$ cat config.mk
export PLATFORM = sky130hd
export DESIGN_NAME = regfile_wb_arbiter
export DESIGN_NICKNAME = d
export VERILOG_FILES = /design/src/rtl/regfile_wb_arbiter_pkg.sv /design/src/rtl/regfile_wb_arbiter_wb_scoreboard.sv /design/src/rtl/regfile_wb_arbiter.sv
export SDC_FILE = /design/constraint.sdc
export NUM_CORES = 1
export LEC_CHECK = 0
export BUFFER_PORTS_ARGS = -buffer_cell sky130_fd_sc_hd__buf_2
export CAP_MARGIN = 20
export CELL_PAD_IN_SITES_DETAIL_PLACEMENT = 1
export CELL_PAD_IN_SITES_GLOBAL_PLACEMENT = 1
export CORE_MARGIN = 2
export CORE_UTILIZATION = 40
export DETAILED_ROUTE_END_ITERATION = 16
export MAX_ROUTING_LAYER = met4
export PLACE_DENSITY = 0.93
export SYNTH_ARGS = -nofsm -noshare
export SYNTH_HDL_FRONTEND = slang
export SYNTH_SLANG_ARGS = --single-unit
$ cat constraint.sdc
create_clock -name clk -period 5.25 [get_ports clk]
set_input_delay 1.05 -clock clk [delete_from_list [all_inputs] [get_ports clk]]
set_output_delay 1.05 -clock clk [all_outputs]
set_load 0.05 [all_outputs]
$ cat src/rtl/regfile_wb_arbiter_pkg.sv
// Shared constants and types for the regfile write-port arbiter.
// This package takes over the register-file geometry that core.svh held
// (REG_NUM, data width) and adds the default starvation limit.
package regfile_wb_arbiter_pkg;

  localparam int REG_NUM_DEFAULT      = 32;
  localparam int DATA_W_DEFAULT       = 32;
  localparam int STARVE_LIMIT_DEFAULT = 4;

  // Holding-buffer occupancy / starvation state.
  typedef enum logic [1:0] {
    ST_EMPTY = 2'd0,  // no buffered MDU result
    ST_WAIT  = 2'd1,  // result buffered, port not yet forced
    ST_FORCE = 2'd2   // result buffered, blocked long enough: hold the pipe
  } starve_state_e;

endpackage

$ cat src/rtl/regfile_wb_arbiter_wb_scoreboard.sv
// Busy scoreboard for outstanding MDU results plus the decode hazard check.
// A register whose MDU result is written this very cycle is not considered
// busy, because regfile forwards the write data to decode in the same cycle.
module wb_scoreboard
  import regfile_wb_arbiter_pkg::*;
#(
  parameter int REG_NUM = REG_NUM_DEFAULT,
  parameter int RF_W    = $clog2(REG_NUM)
) (
  input  logic            clk,
  input  logic            rst,
  input  logic            issue_valid,
  input  logic [RF_W-1:0] issue_regid,
  input  logic            clr_valid,
  input  logic [RF_W-1:0] clr_regid,
  input  logic [RF_W-1:0] dec_rs1_regid,
  input  logic [RF_W-1:0] dec_rs2_regid,
  input  logic [RF_W-1:0] dec_rd_regid,
  input  logic            dec_rd_write,
  output logic            hazard_stall
);

  logic [REG_NUM-1:0] r_busy;
  logic               w_rs1_busy;
  logic               w_rs2_busy;
  logic               w_rd_busy;

  // Busy only while the register is not being written this cycle.
  function automatic logic eff_busy(input logic [RF_W-1:0] id);
    return r_busy[id] & ~(clr_valid && (clr_regid == id));
  endfunction

  // Set on issue, clear on MDU writeback; set wins, register 0 never tracked.
  always_ff @(posedge clk) begin
    if (!rst) begin
      r_busy <= '0;
    end else begin
      for (int r = 0; r < REG_NUM; r++) begin
        if (r == 0)
          r_busy[r] <= 1'b0;
        else if (issue_valid && (issue_regid == RF_W'(r)))
          r_busy[r] <= 1'b1;
        else if (clr_valid && (clr_regid == RF_W'(r)))
          r_busy[r] <= 1'b0;
      end
    end
  end

  assign w_rs1_busy   = eff_busy(dec_rs1_regid);
  assign w_rs2_busy   = eff_busy(dec_rs2_regid);
  // The rd term stops a younger write from overtaking an outstanding MDU write.
  assign w_rd_busy    = dec_rd_write & eff_busy(dec_rd_regid);
  assign hazard_stall = w_rs1_busy | w_rs2_busy | w_rd_busy;

endmodule

$ cat src/rtl/regfile_wb_arbiter.sv
// Arbitrates the single regfile write port between the in-order WB stage and
// the MDU. MDU results land in a one-entry buffer that drains into idle port
// cycles; if the pipeline keeps the port busy for STARVE_LIMIT cycles the
// buffer forces its write and holds the WB stage for one cycle.
module regfile_wb_arbiter
  import regfile_wb_arbiter_pkg::*;
#(
  parameter int REG_NUM      = REG_NUM_DEFAULT,
  parameter int STARVE_LIMIT = STARVE_LIMIT_DEFAULT,
  parameter int DATA_W       = DATA_W_DEFAULT,
  parameter int RF_W         = $clog2(REG_NUM)
) (
  input  logic              clk,
  input  logic              rst,
  input  logic              pipe_wb_write,
  input  logic [RF_W-1:0]   pipe_wb_regid,
  input  logic [DATA_W-1:0] pipe_wb_writedata,
  output logic              pipe_hold,
  input  logic              mdu_valid,
  input  logic [RF_W-1:0]   mdu_regid,
  input  logic [DATA_W-1:0] mdu_data,
  output logic              mdu_ready,
  input  logic              issue_valid,
  input  logic [RF_W-1:0]   issue_regid,
  input  logic [RF_W-1:0]   dec_rs1_regid,
  input  logic [RF_W-1:0]   dec_rs2_regid,
  input  logic [RF_W-1:0]   dec_rd_regid,
  input  logic              dec_rd_write,
  output logic              hazard_stall,
  output logic              wb_write,
  output logic [RF_W-1:0]   wb_regid,
  output logic [DATA_W-1:0] wb_writedata
);

  localparam int CNT_W = $clog2(STARVE_LIMIT + 1);
  localparam logic [CNT_W-1:0] LIMIT = CNT_W'(STARVE_LIMIT);

  starve_state_e     r_state;
  logic [CNT_W-1:0]  r_cnt;
  logic [RF_W-1:0]   r_buf_regid;
  logic [DATA_W-1:0] r_buf_data;

  logic w_run;
  logic w_buf_valid;
  logic w_mdu_hs;
  logic w_buf_write;
  logic w_sb_stall;

  // While reset is asserted the outputs fall back to the idle values and the
  // buffer is never written out, so a discarded result cannot reach regfile.
  assign w_run       = rst;
  assign w_buf_valid = (r_state != ST_EMPTY);
  assign mdu_ready   = ~w_run | ~w_buf_valid;
  assign w_mdu_hs    = mdu_valid & mdu_ready;
  assign pipe_hold   = w_run & (r_state == ST_FORCE);

  // Buffer wins when forced, or whenever the pipeline leaves the port idle.
  assign w_buf_write  = w_run & w_buf_valid & (pipe_hold | ~pipe_wb_write);
  assign wb_write     = w_buf_write | (pipe_wb_write & ~pipe_hold);
  assign wb_regid     = w_buf_write ? r_buf_regid : pipe_wb_regid;
  assign wb_writedata = w_buf_write ? r_buf_data  : pipe_wb_writedata;

  // Occupancy / starvation FSM: counts cycles the buffered result is blocked.
  always_ff @(posedge clk) begin
    if (!rst) begin
      r_state <= ST_EMPTY;
      r_cnt   <= '0;
    end else begin
      case (r_state)
        ST_EMPTY: begin
          if (w_mdu_hs) begin
            r_state <= ST_WAIT;
            r_cnt   <= '0;
          end
        end
        ST_WAIT: begin
          if (w_buf_write) begin
            r_state <= ST_EMPTY;
            r_cnt   <= '0;
          end else begin
            r_cnt <= r_cnt + 1'b1;
            if ((r_cnt + 1'b1) == LIMIT)
              r_state <= ST_FORCE;
          end
        end
        ST_FORCE: begin
          r_state <= ST_EMPTY;
          r_cnt   <= '0;
        end
        default: begin
          r_state <= ST_EMPTY;
          r_cnt   <= '0;
        end
      endcase
    end
  end

  // Capture the MDU result payload on handshake; occupancy lives in r_state.
  always_ff @(posedge clk) begin
    if (w_mdu_hs) begin
      r_buf_regid <= mdu_regid;
      r_buf_data  <= mdu_data;
    end
  end

  wb_scoreboard #(
    .REG_NUM (REG_NUM),
    .RF_W    (RF_W)
  ) u_scoreboard (
    .clk           (clk),
    .rst           (rst),
    .issue_valid   (issue_valid),
    .issue_regid   (issue_regid),
    .clr_valid     (w_buf_write),
    .clr_regid     (r_buf_regid),
    .dec_rs1_regid (dec_rs1_regid),
    .dec_rs2_regid (dec_rs2_regid),
    .dec_rd_regid  (dec_rd_regid),
    .dec_rd_write  (dec_rd_write),
    .hazard_stall  (w_sb_stall)
  );

  assign hazard_stall = w_run & w_sb_stall;

endmodule

After elaboration in Yosys (flattened, before gate mapping). Index checks and enable logic that the tools add are counted.

Order comparisons: 3. Bitwise logic cells: 22. Equal/unequal tests: 70. Mux-type cells: 77. Reduce and logical (&&, ||, !) cells: 99. Add/subtract/negate cells: 1.

Operators by type and width (count): $eq 5x5->1 const B (32); $eq 5x4->1 const B (16); $logic_and 1x1->1 (65); $mux 1 (65); $reduce_bool 2->1 (32); $eq 5x3->1 const B (8); $mux 32 (1); $eq 5x2->1 const B (4); $lt 5x6->1 const B (3); $bmux 1 s5 (3); $eq 5x5->1 (3); $and 1x1->1 (10); $eq 5x1->1 const B (2); $not 1->1 (7); $mux 2 (3); $mux 3 (2); $pmux 3 s2 (1); $mux 5 (1); $or 1x1->1 (5); $pmux 2 s2 (1); $add 3x1->3 const B (1); $eq 3x3->1 const B (1); $ne 3x2->1 const B (1); $eq 2x1->1 const B (1); other kinds (4) (4).

Logic and storage cells: 308. Flip-flop bits (word level): 74. Bits of input ports: 100. Output and inout bits: 41.

Depth between registers and ports, before layout. Gate-level depths: netlist of run 1.

Depth in word-level cells: 10. Depth in mapped cells: 8. Gate-level depth less buffers: 6.

Modules after synthesis. From an unflattened synthesis of run 1, not the netlist that was laid out.

Cells, all modules: 403. Area total of the unflattened synthesis: 4366.7 um^2.

By module, submodules not included: wb_scoreboard (sequential area each 620.6 um^2, cells an instance 289, area an instance 2429.8 um^2, times used 1); regfile_wb_arbiter (sequential area each 1211.2 um^2, cells an instance 114, area an instance 1936.9 um^2, times used 1).

Worst setup path after synthesis of run 1. OpenSTA, ideal clock, no wires.

Path type: input -> output. Start point: input port rst. End point: output port wb_writedata[10]. Path buffers: 2. Data arrival time: 3.014 ns. Data required time: 4.200 ns. Stages: 6. Path slack: 1.186 ns. Path through: o21ai_0 -> a21oi_1 -> buf_2 -> buf_2 -> nand2_1 -> nand2_1.

Word-level cells in the longest chain between the ends: 4. Elaborated cells between the ends (all ways): 5. Classes of those cells: mux: 1; bitwise: 4.

Ends and longest elaborated chain: start: declaration (line regfile_wb_arbiter.sv:14) `input logic rst,`; $and 1x1->1 (line regfile_wb_arbiter.sv:55) `assign pipe_hold = w_run & (r_state == ST_FORCE);`; $or 1x1->1 (line regfile_wb_arbiter.sv:58) `assign w_buf_write = w_run & w_buf_valid & (pipe_hold | ~pipe_wb_write);`; $and 1x1->1 * (line regfile_wb_arbiter.sv:58); $mux 32 * (line regfile_wb_arbiter.sv:61) `assign wb_writedata = w_buf_write ? r_buf_data : pipe_wb_writedata;`; end: declaration (line regfile_wb_arbiter.sv:32) `output logic [DATA_W-1:0] wb_writedata`.

Mark *: on every way between the ends. The rest lies on a longest branch, timed or not.

Worst setup path after layout of run 1.
Start point: input port rst. End point: output port hazard_stall.

Word-level cells in the longest chain between the ends: 9. Elaborated cells between the ends (all ways): 17. Classes of those cells: bitwise: 14; reduce/logical: 3.

Ends and longest elaborated chain: $and 1x1->1 (line regfile_wb_arbiter.sv:55); $or 1x1->1 (line regfile_wb_arbiter.sv:58); $and 1x1->1 (line regfile_wb_arbiter.sv:58); $logic_and 1x1->1 (line regfile_wb_arbiter_wb_scoreboard.sv:30) `return r_busy[id] & ~(clr_valid && (clr_regid == id));`; $not 1->1 (line regfile_wb_arbiter_wb_scoreboard.sv:30); $and 1x1->1 (line regfile_wb_arbiter_wb_scoreboard.sv:30); $or 1x1->1 / $and 1x1->1 (equally long branches) (line regfile_wb_arbiter_wb_scoreboard.sv:53, regfile_wb_arbiter_wb_scoreboard.sv:52); $or 1x1->1 (line regfile_wb_arbiter_wb_scoreboard.sv:53) `assign hazard_stall = w_rs1_busy | w_rs2_busy | w_rd_busy;`; $and 1x1->1 * (line regfile_wb_arbiter.sv:123) `assign hazard_stall = w_run & w_sb_stall;`; end: declaration (line regfile_wb_arbiter.sv:29) `output logic hazard_stall,`.

Marked as above.

==> results of run 1 <==
## path summary, 6_finish.rpt
check / depth (start not counted) / endpoint
hold / removal: 2 / u_scoreboard.r_busy[21]
setup / recovery: 8 / hazard_stall
setup reg to reg: 7 / u_scoreboard.r_busy[2]
hold reg to reg: 2 / u_scoreboard.r_busy[21]
## flip-flops by register name (all words and copies together) (netlist names)
name / count
r_cnt: 3
r_buf_regid: 5
r_state: 2
u_scoreboard.r_busy: 31
r_buf_data: 32
## Yosys cell counts (4+ instances only)
library cell	instances	area (µm²)
xor2_1	9	78.8
buf_4	4	30.0
a21oi_1	4	20.0
nor2b_1	14	87.6
nor2_1	13	48.8
a21boi_0	32	240
xnor2_1	7	61.3
mux2_2	8	90.1
edfxtp_1	37	1110
mux4_2	12	270
nor3_1	4	20.0
mux2i_1	7	70.1
nand3_1	7	35.0
clkbuf_1	10	37.5
nor4_1	7	43.8
dfxtp_1	36	721
o21ai_0	34	170
nand2_1	151	567
buf_2	10	50.1
nand2b_1	10	62.6
a2111oi_0	4	35.0
## power groups by stage
stage / registers (mW) / clock network (mW) / logic (mW)
after floorplan: 0.642 / 0 / 0.204
after global placement: 0.653 / 0 / 0.276
after detailed placement: 0.655 / 0 / 0.287
after CTS: 0.643 / 0.456 / 0.293
after global routing: 0.645 / 0.478 / 0.314
final: 0.644 / 0.454 / 0.296
## cell type report
| type | instances | area, µm² | area share [%] |
|---|---|---|---|
| clock inverters | 4 | 51.3 | 0.983 |
| inverters | 3 | 11.3 | 0.216 |
| flip-flops and latches | 73 | 1830 | 35.1 |
| clock buffers | 12 | 145 | 2.78 |
| multi-input cells | 360 | 2270 | 43.4 |
| repair buffers | 144 | 743 | 14.2 |
| well taps | 136 | 170 | 3.26 |
## critical path, delay by kind of cell
kind,cells,cell delay [ps]
and+or+nand+nor,1,90
buffers and inverters,3,600
AOI/OAI and AO/OA,4,1450
## cells by family (layout without fill, tap and decap cells)
| kind of cell | after synthesis | after routing | synth area share, % |
|---|---|---|---|
| AOI/OAI and AO/OA | 91 | 91 | 14.1 |
| muxes | 31 | 31 | 12.3 |
| and+or+nand+nor | 220 | 220 | 22.7 |
| DFF | 73 | 73 | 43.0 |
| buffers and inverters | 34 | 163 | 4.05 |
| xor gates and xnor gates | 16 | 16 | 3.29 |
| adders and majority gates | 2 | 2 | 0.587 |
## metal layers
layer	part of all wire, %	vias up
li1	-	1886
met1	38	2069
met2	50	216
met3	7.6	67
met4	4.7	0
met5	0	-
## through the flow
| step | hold slack [ps] | setup slack, ps | instances |
|---|---|---|---|
| global route | 560 | 840 | 732 |
| global placement | 492 | 1130 | 715 |
| floorplan | 466 | 1190 | 467 |
| CTS | 525 | 894 | 731 |
| detailed placement | 515 | 940 | 715 |
| finish | 534 | 995 | 732 |
==> impl_metrics.ini, run 1 <==
[status]
status = finished, final reports clean

[pwr]
p_int_uw = 949
total_power_mw = 1.39
powerDensity_nw_per_um2 = 267
seq_power_share_pct = 46.2
combPwrFrac_pct = 21.2
p_sw_uw = 445
ir_drop_mv = 0.141
p_clk_share_pct = 32.6
p_leak_nw = 2.20
swShare_pct = 31.9

[layout]
mostFrequentLayoutCells = 151 x nand2_1, 140 x buf_2, 37 x edfxtp_1, 36 x dfxtp_1, 34 x o21ai_0
n_antenna_cell = 0
syn2layout_area_growth_pct = 22.5
drive_gt1_share_pct = 30.4
fillers = 1248
postLayoutCoreUtil_pct = 50.6
layout_commonest_cell = nand2_1
final_area_um2 = 5220
nNetsFinal = 693

[timing]
finalSetupTns_ps = 0
slew_viol_final = 0
max-slew-margin-rel_pct = 41.3
timing.final.setup_violations = 0
rsz0062_at_grt = false
hold_viol = 0
fin_crit_sh_pct = 81.1
finalCriticalPeriod_ps = 4260
worstMarginPinSlew_ps = 878
fmax_mhz = 235
skew_ps = 10.0

[synth]
synth_fp_nets = 569
synthArstFlopShare_pct = 0
syn_inst = 467
synth_edf_count = 37
synth_ff_type = edfxtp_1
yosys_register_bits = 73
yosys_warnings = 0
synth_area_um2 = 4260
postSynthAreaPerCell_um2 = 9.12
yosysSeqAreaShare_pct = 43.0
synth_cell_types = 49

[die]
core_um2 = 10300
design.die.area_um2 = 11500
start_util_pct = 41.3
pin_count = 141
die_x_um = 107
num_rows = 37
dieHeight_um = 107

[route]
finalWirelength_um = 15500
drt_iter0_drc = 311
via_per_inst = 5.79
drtAntennaViolNets = 0
wl_per_cell_um = 21.2
vias = 4238
drc = 0
drtPass1Iterations = 5

[global_routing]
grt.busiest_layer = met2
grt_usage_pct = 28.2
gr-usage-met2_pct = 48.9
grt_antenna_before_repair = 0
grtUsageMet3_pct = 6.57
grt_pass1_wl_um = 23900
overflow = 0
met1_usage_pct = 29.6
grt_max_degree = 43
grt_pass1_vias = 4497

[setup_path]
cp_slowest_stage_delay_ps = 440
cp-start-kind = input port
required_ps = 4200
endpoint_kind = primary output
slowest_stage = o41ai_1
crit_top_cell = buf_2
reg2reg_slack_ps = 2660
critical_path_class = input port to primary output
r2r_start = r_state[0]
cp_max_fo = 39
crit_path_start = rst
arrival_ps = 3210
cp_cell_sequence = buf_2, buf_4, o21ai_0, a21o_1, o41ai_1, nor2_1, o31a_1, buf_2

[cts]
hold_buffers = 0
clock-sinks = 73
root_buffer = clkbuf_8
cts_made_buffers = 9
worstSkewPairLatency_ps = 370
post_cts_buffers = 0
post_cts_resized = 0
clkTransAtPathRegs_ps = 70
htree_levels = 3
clockBufferDepth = 2
cts_tree = done

[worst_hold_path]
min-delay-start = u_scoreboard.r_busy[21]
hp-class = flop to flop

[placement]
place_area_um2 = 5000
dp_hpwl_um = 10800
io_buffers = 140
routabilityCongestion = 0.945

[run]
max_cap_violations = 0
Power figures use the tool's default switching activity.
==> run 2: changes to the inputs <==
--- a/config.mk
+++ b/config.mk
@@ -10,10 +10,10 @@
 export CELL_PAD_IN_SITES_DETAIL_PLACEMENT = 1
 export CELL_PAD_IN_SITES_GLOBAL_PLACEMENT = 1
 export CORE_MARGIN = 2
-export CORE_UTILIZATION = 40
+export CORE_UTILIZATION = 34
 export DETAILED_ROUTE_END_ITERATION = 16
 export MAX_ROUTING_LAYER = met4
-export PLACE_DENSITY = 0.93
+export PLACE_DENSITY = 0.85
 export SYNTH_ARGS = -nofsm -noshare
 export SYNTH_HDL_FRONTEND = slang
 export SYNTH_SLANG_ARGS = --single-unit
==> constraint.sdc (replaced) <==
create_clock -name clk -period 3.7 [get_ports clk]
set_input_delay 0.74 -clock clk [delete_from_list [all_inputs] [get_ports clk]]
set_output_delay 0.74 -clock clk [all_outputs]
set_load 0.05 [all_outputs]
==> impl_metrics.ini, run 2 (synthesized netlist as in run 1, its figures left out) <==
[route]
via_per_inst = 5.29
drtPass1Iterations = 4
met3_wirelength_um = 1270
finalWirelength_um = 14500
drt_iter0_drc = 416
top_layer = met4
drtAntennaViolNets = 0
drt-met1-wl_um = 5890
wl_per_cell_um = 19.0
vias = 4040
wl_met2_um = 6900
drc = 0

[timing]
hold_viol = 0
worstMarginPinSlew_ps = 737
rsz0062_at_grt = false
finalSetupTns_ps = 0
setup_slack_ps = 284
slew_viol_final = 0
fmax_mhz = 293
finalCriticalPeriod_ps = 3420
fin_crit_sh_pct = 92.3
max-slew-margin-rel_pct = 50.8
skew_ps = 9.50
timing.final.setup_violations = 0

[setup_path]
cp-start-kind = input port
endpoint_kind = primary output
cp_max_fo = 13
arrival_ps = 2680
required_ps = 2960
critical_path_class = input port to primary output

[pwr]
total_power_mw = 2.20
ir_drop_mv = 0.194
p_leak_nw = 2.24
powerDensity_nw_per_um2 = 411

[global_routing]
overflow = 0
grt_usage_pct = 22.6
grt_antenna_before_repair = 0
grt_pass1_wl_um = 22100
grt_pass1_vias = 4130
grt_max_degree = 43

[die]
dieHeight_um = 116
num_rows = 40
design.die.area_um2 = 13400
core_um2 = 12100
die_x_um = 116
start_util_pct = 35.2
pin_count = 141

[cts]
post_cts_buffers = 0
cts_tree = done
post_cts_resized = 0
hold_buffers = 0
clock-sinks = 73
cts_made_buffers = 9
worstSkewPairLatency_ps = 340
htree_levels = 3
clkTransAtPathRegs_ps = 60
clockBufferDepth = 2
root_buffer = clkbuf_16

[status]
status = finished, final reports clean

[layout]
nNetsFinal = 693
largest_register = r_buf_data
largest_register_ffs = 32
n_antenna_cell = 0
stdcell_count = 764
drive_gt1_share_pct = 30.7
mostFrequentLayoutCells = 151 x nand2_1, 140 x buf_2, 37 x edfxtp_1, 36 x dfxtp_1, 34 x o21ai_0
layout_commonest_cell = nand2_1
reg_top3 = r_buf_data (32), u_scoreboard.r_busy (31), r_buf_regid (5)
syn2layout_area_growth_pct = 25.6
final_area_um2 = 5350

[placement]
place_area_um2 = 5050
dp.cells = 748
io_buffers = 140
dpl_worst_slack_ps = 296
dp_hpwl_um = 10700
routabilityCongestion = 1.02

[run]
max_cap_violations = 0

[worst_hold_path]
hp-class = flop to flop
## run 2: changes by cell type in the layout (fill, tap and decap cells not counted)
cell / before / now
clkbuf_8: 10 / 0
clkbuf_16: 0 / 9
clkbuf_1: 2 / 0
buf_12: 1 / 0
buf_4: 3 / 4
clkinv_2: 1 / 0
clkinv_4: 0 / 1
clkinvlp_2: 0 / 1
clkinvlp_4: 1 / 2
inv_6: 1 / 2
## run 2: worst paths after layout
kind,slack [ps],depth (start not counted),end,start
max,280,8,hazard_stall,dec_rs2_regid[1]
max reg2reg,1040,7,u_scoreboard.r_busy[20],r_state[0]
min,520,1,r_state[0],r_state[1]
min reg2reg,520,1,r_state[0],r_state[1]
## run 2: per-layer routing
metal	global-route usage (%)	vias up
li1	-	1891
met1	26.5	1923
met2	37.4	186
met3	5.39	40
met4	8.97	0
met5	-	-
## run 2: final cells by class
| cell class | count | area [µm²] |
|---|---|---|
| multi-input cells | 360 | 2270 |
| fillers | 1489 | 6760 |
| repair buffers | 144 | 731 |
| clock inverters | 7 | 76.3 |
| flip-flops and latches | 73 | 1830 |
| well taps | 168 | 210 |
| clock buffers | 9 | 225 |
| inverters | 3 | 11.3 |
## run 2: power by group
| part | internal [mW] | switching (mW) | total, mW |
|---|---|---|---|
| clock | 0.526 | 0.359 | 0.885 |
| combinational | 0.128 | 0.275 | 0.404 |
| sequential | 0.886 | 0.0276 | 0.913 |
## run 2: metrics by stage
step | util, % | hold WS (ps)
6_report | 44.2 | 516
3_5_place_dp | 41.7 | 504
4_1_cts | 44.2 | 513
2_1_floorplan | - | 466
3_3_place_gp | 41.7 | 494
5_1_grt | 44.2 | 544
## run 2: worst max-delay path, stage by stage
cell and delay [ps]:
buf_2 270, mux2_2 380, o311ai_0 320, nor3_1 80, nor4_1 270, a31oi_1 110
o31a_1 270, buf_2 220
==> run 3: changes to the inputs <==
--- a/config.mk
+++ b/config.mk
@@ -5,10 +5,12 @@
 export SDC_FILE = /design/constraint.sdc
 export NUM_CORES = 1
 export LEC_CHECK = 0
+export ABC_CLOCK_PERIOD_IN_PS = 3700
 export BUFFER_PORTS_ARGS = -buffer_cell sky130_fd_sc_hd__buf_2
 export CAP_MARGIN = 20
 export CELL_PAD_IN_SITES_DETAIL_PLACEMENT = 1
 export CELL_PAD_IN_SITES_GLOBAL_PLACEMENT = 1
+export CORE_ASPECT_RATIO = 1.5
 export CORE_MARGIN = 2
 export CORE_UTILIZATION = 34
 export DETAILED_ROUTE_END_ITERATION = 16
==> impl_metrics.ini, run 3 (synthesized netlist as in run 1, its figures left out) <==
[status]
status = finished, final reports clean

[layout]
layout_commonest_cell = nand2_1
largest_register_ffs = 32
drive_gt1_share_pct = 30.8
reg_top3 = r_buf_data (32), u_scoreboard.r_busy (31), r_buf_regid (5)
mostFrequentLayoutCells = 151 x nand2_1, 140 x buf_2, 37 x edfxtp_1, 36 x dfxtp_1, 34 x o21ai_0
largest_register = r_buf_data
nNetsFinal = 692
postLayoutCoreUtil_pct = 43.3
fillers = 1494
syn2layout_area_growth_pct = 25.9

[setup_path]
cp_cell_sequence = buf_2, mux2_2, a221oi_1, nor4_1, nor4_1, a31oi_1, o31a_1, buf_2
cp-start-kind = input port
critical_path_class = input port to primary output
path_buf_inv = 2
reg2regPathDepth = 7
slowest_stage = mux2_2
required_ps = 2960
cp.depth = 8
arrival_ps = 2800
path_delay_family = compound AO/OA/AOI/OAI gates
cp_slowest_stage_delay_ps = 380
cp_max_fo = 13
endpoint_kind = primary output

[pwr]
p_leak_nw = 2.24
powerDensity_nw_per_um2 = 423
ir_drop_mv = 0.231

[cts]
worstSkewPairLatency_ps = 340
root_buffer = clkbuf_16
cts_made_buffers = 9
cts_tree = done
post_cts_resized = 0
htree_levels = 3
clkTransAtPathRegs_ps = 60
clockBufferDepth = 2
post_cts_buffers = 0
hold_buffers = 0
clock-sinks = 73

[placement]
io_buffers = 140
dp_hpwl_um = 10900
dpl_worst_slack_ps = 263
routabilityCongestion = 0.936

[timing]
fmax_mhz = 283
max-slew-margin-rel_pct = 45.7
hold_viol = 0
timing.final.setup_violations = 0
worstMarginPinSlew_ps = 815
finalCriticalPeriod_ps = 3540
slew_viol_final = 0
skew_ps = 6.82
finalSetupTns_ps = 0
rsz0062_at_grt = false
fin_crit_sh_pct = 95.6
setup_slack_ps = 164

[route]
drt_iter0_drc = 288
finalWirelength_um = 14300
vias = 4085
wl_per_cell_um = 19.0
drc = 0
via_per_inst = 5.42
drtPass1Iterations = 5
drtAntennaViolNets = 0

[run]
max_cap_violations = 0

[die]
start_util_pct = 34.4
num_rows = 50
core_um2 = 12400
die_x_um = 95.4
design.die.area_um2 = 13500
dieHeight_um = 141
pin_count = 141

[worst_hold_path]
hp-class = flop to flop
hold_path_depth = 2

[global_routing]
grt_usage_pct = 21.9
grt_max_degree = 43
grt_antenna_before_repair = 2
grt_pass1_wl_um = 21600
grt_pass1_vias = 4133
overflow = 0
-- run 3: cell types whose count changed in the layout (fill, tap and decap cells not counted), sizes merged --
cell    delta
diode      +2
clkbuf     +1
buf        -1
bufinv     +1
inv        -2
-- run 3: final timing paths --
kind	from	to	slack, ps
max	dec_rs2_regid[1]	hazard_stall	160
min	u_scoreboard.r_busy[18]	u_scoreboard.r_busy[18]	520
max reg2reg	r_state[0]	r_cnt[2]	1380
min reg2reg	u_scoreboard.r_busy[18]	u_scoreboard.r_busy[18]	520
-- run 3: area by class of cell --
type                       instances  area [µm²]  share of cell area (%)
antenna                            2        5.00                  0.0933
tap                              156         195                    3.64
clock buffer                      10         239                    4.45
sequential                        73        1830                    34.1
timing repair buffer             143         723                    13.5
clock inverter                     6        91.3                    1.70
multi-input combinational        360        2270                    42.3
inverter                           3        11.3                   0.210
-- run 3: per-layer routing --
layer | up-vias | track usage, % | part of all wire [%]
li1 | 1889 | - | -
met1 | 1937 | 20.1 | 34
met2 | 208 | 40.0 | 53
met3 | 51 | 5.88 | 8.4
met4 | 0 | 11.9 | 4.4
met5 | - | - | 0
-- run 3: per-stage QoR --
step	cells	hold WS (ps)	area, µm²	total power [mW]
after floorplan	467	466	4260	1.20
after global placement	735	491	5030	1.32
after detailed placement	735	517	5030	1.34
after CTS	751	524	5360	2.29
after global routing	753	556	5370	2.34
final	753	525	5370	2.27
-- run 3: worst min-delay path, stage by stage (launching register included) --
cell      delay, ps
dfxtp_1         330
o21ai_0          70
a21boi_0         70
-- run 3: where the power goes --
group | total (mW) | internal, mW | switching (mW)
Clock | 0.950 | 0.609 | 0.340
Sequential | 0.911 | 0.886 | 0.0243
Combinational | 0.407 | 0.128 | 0.280
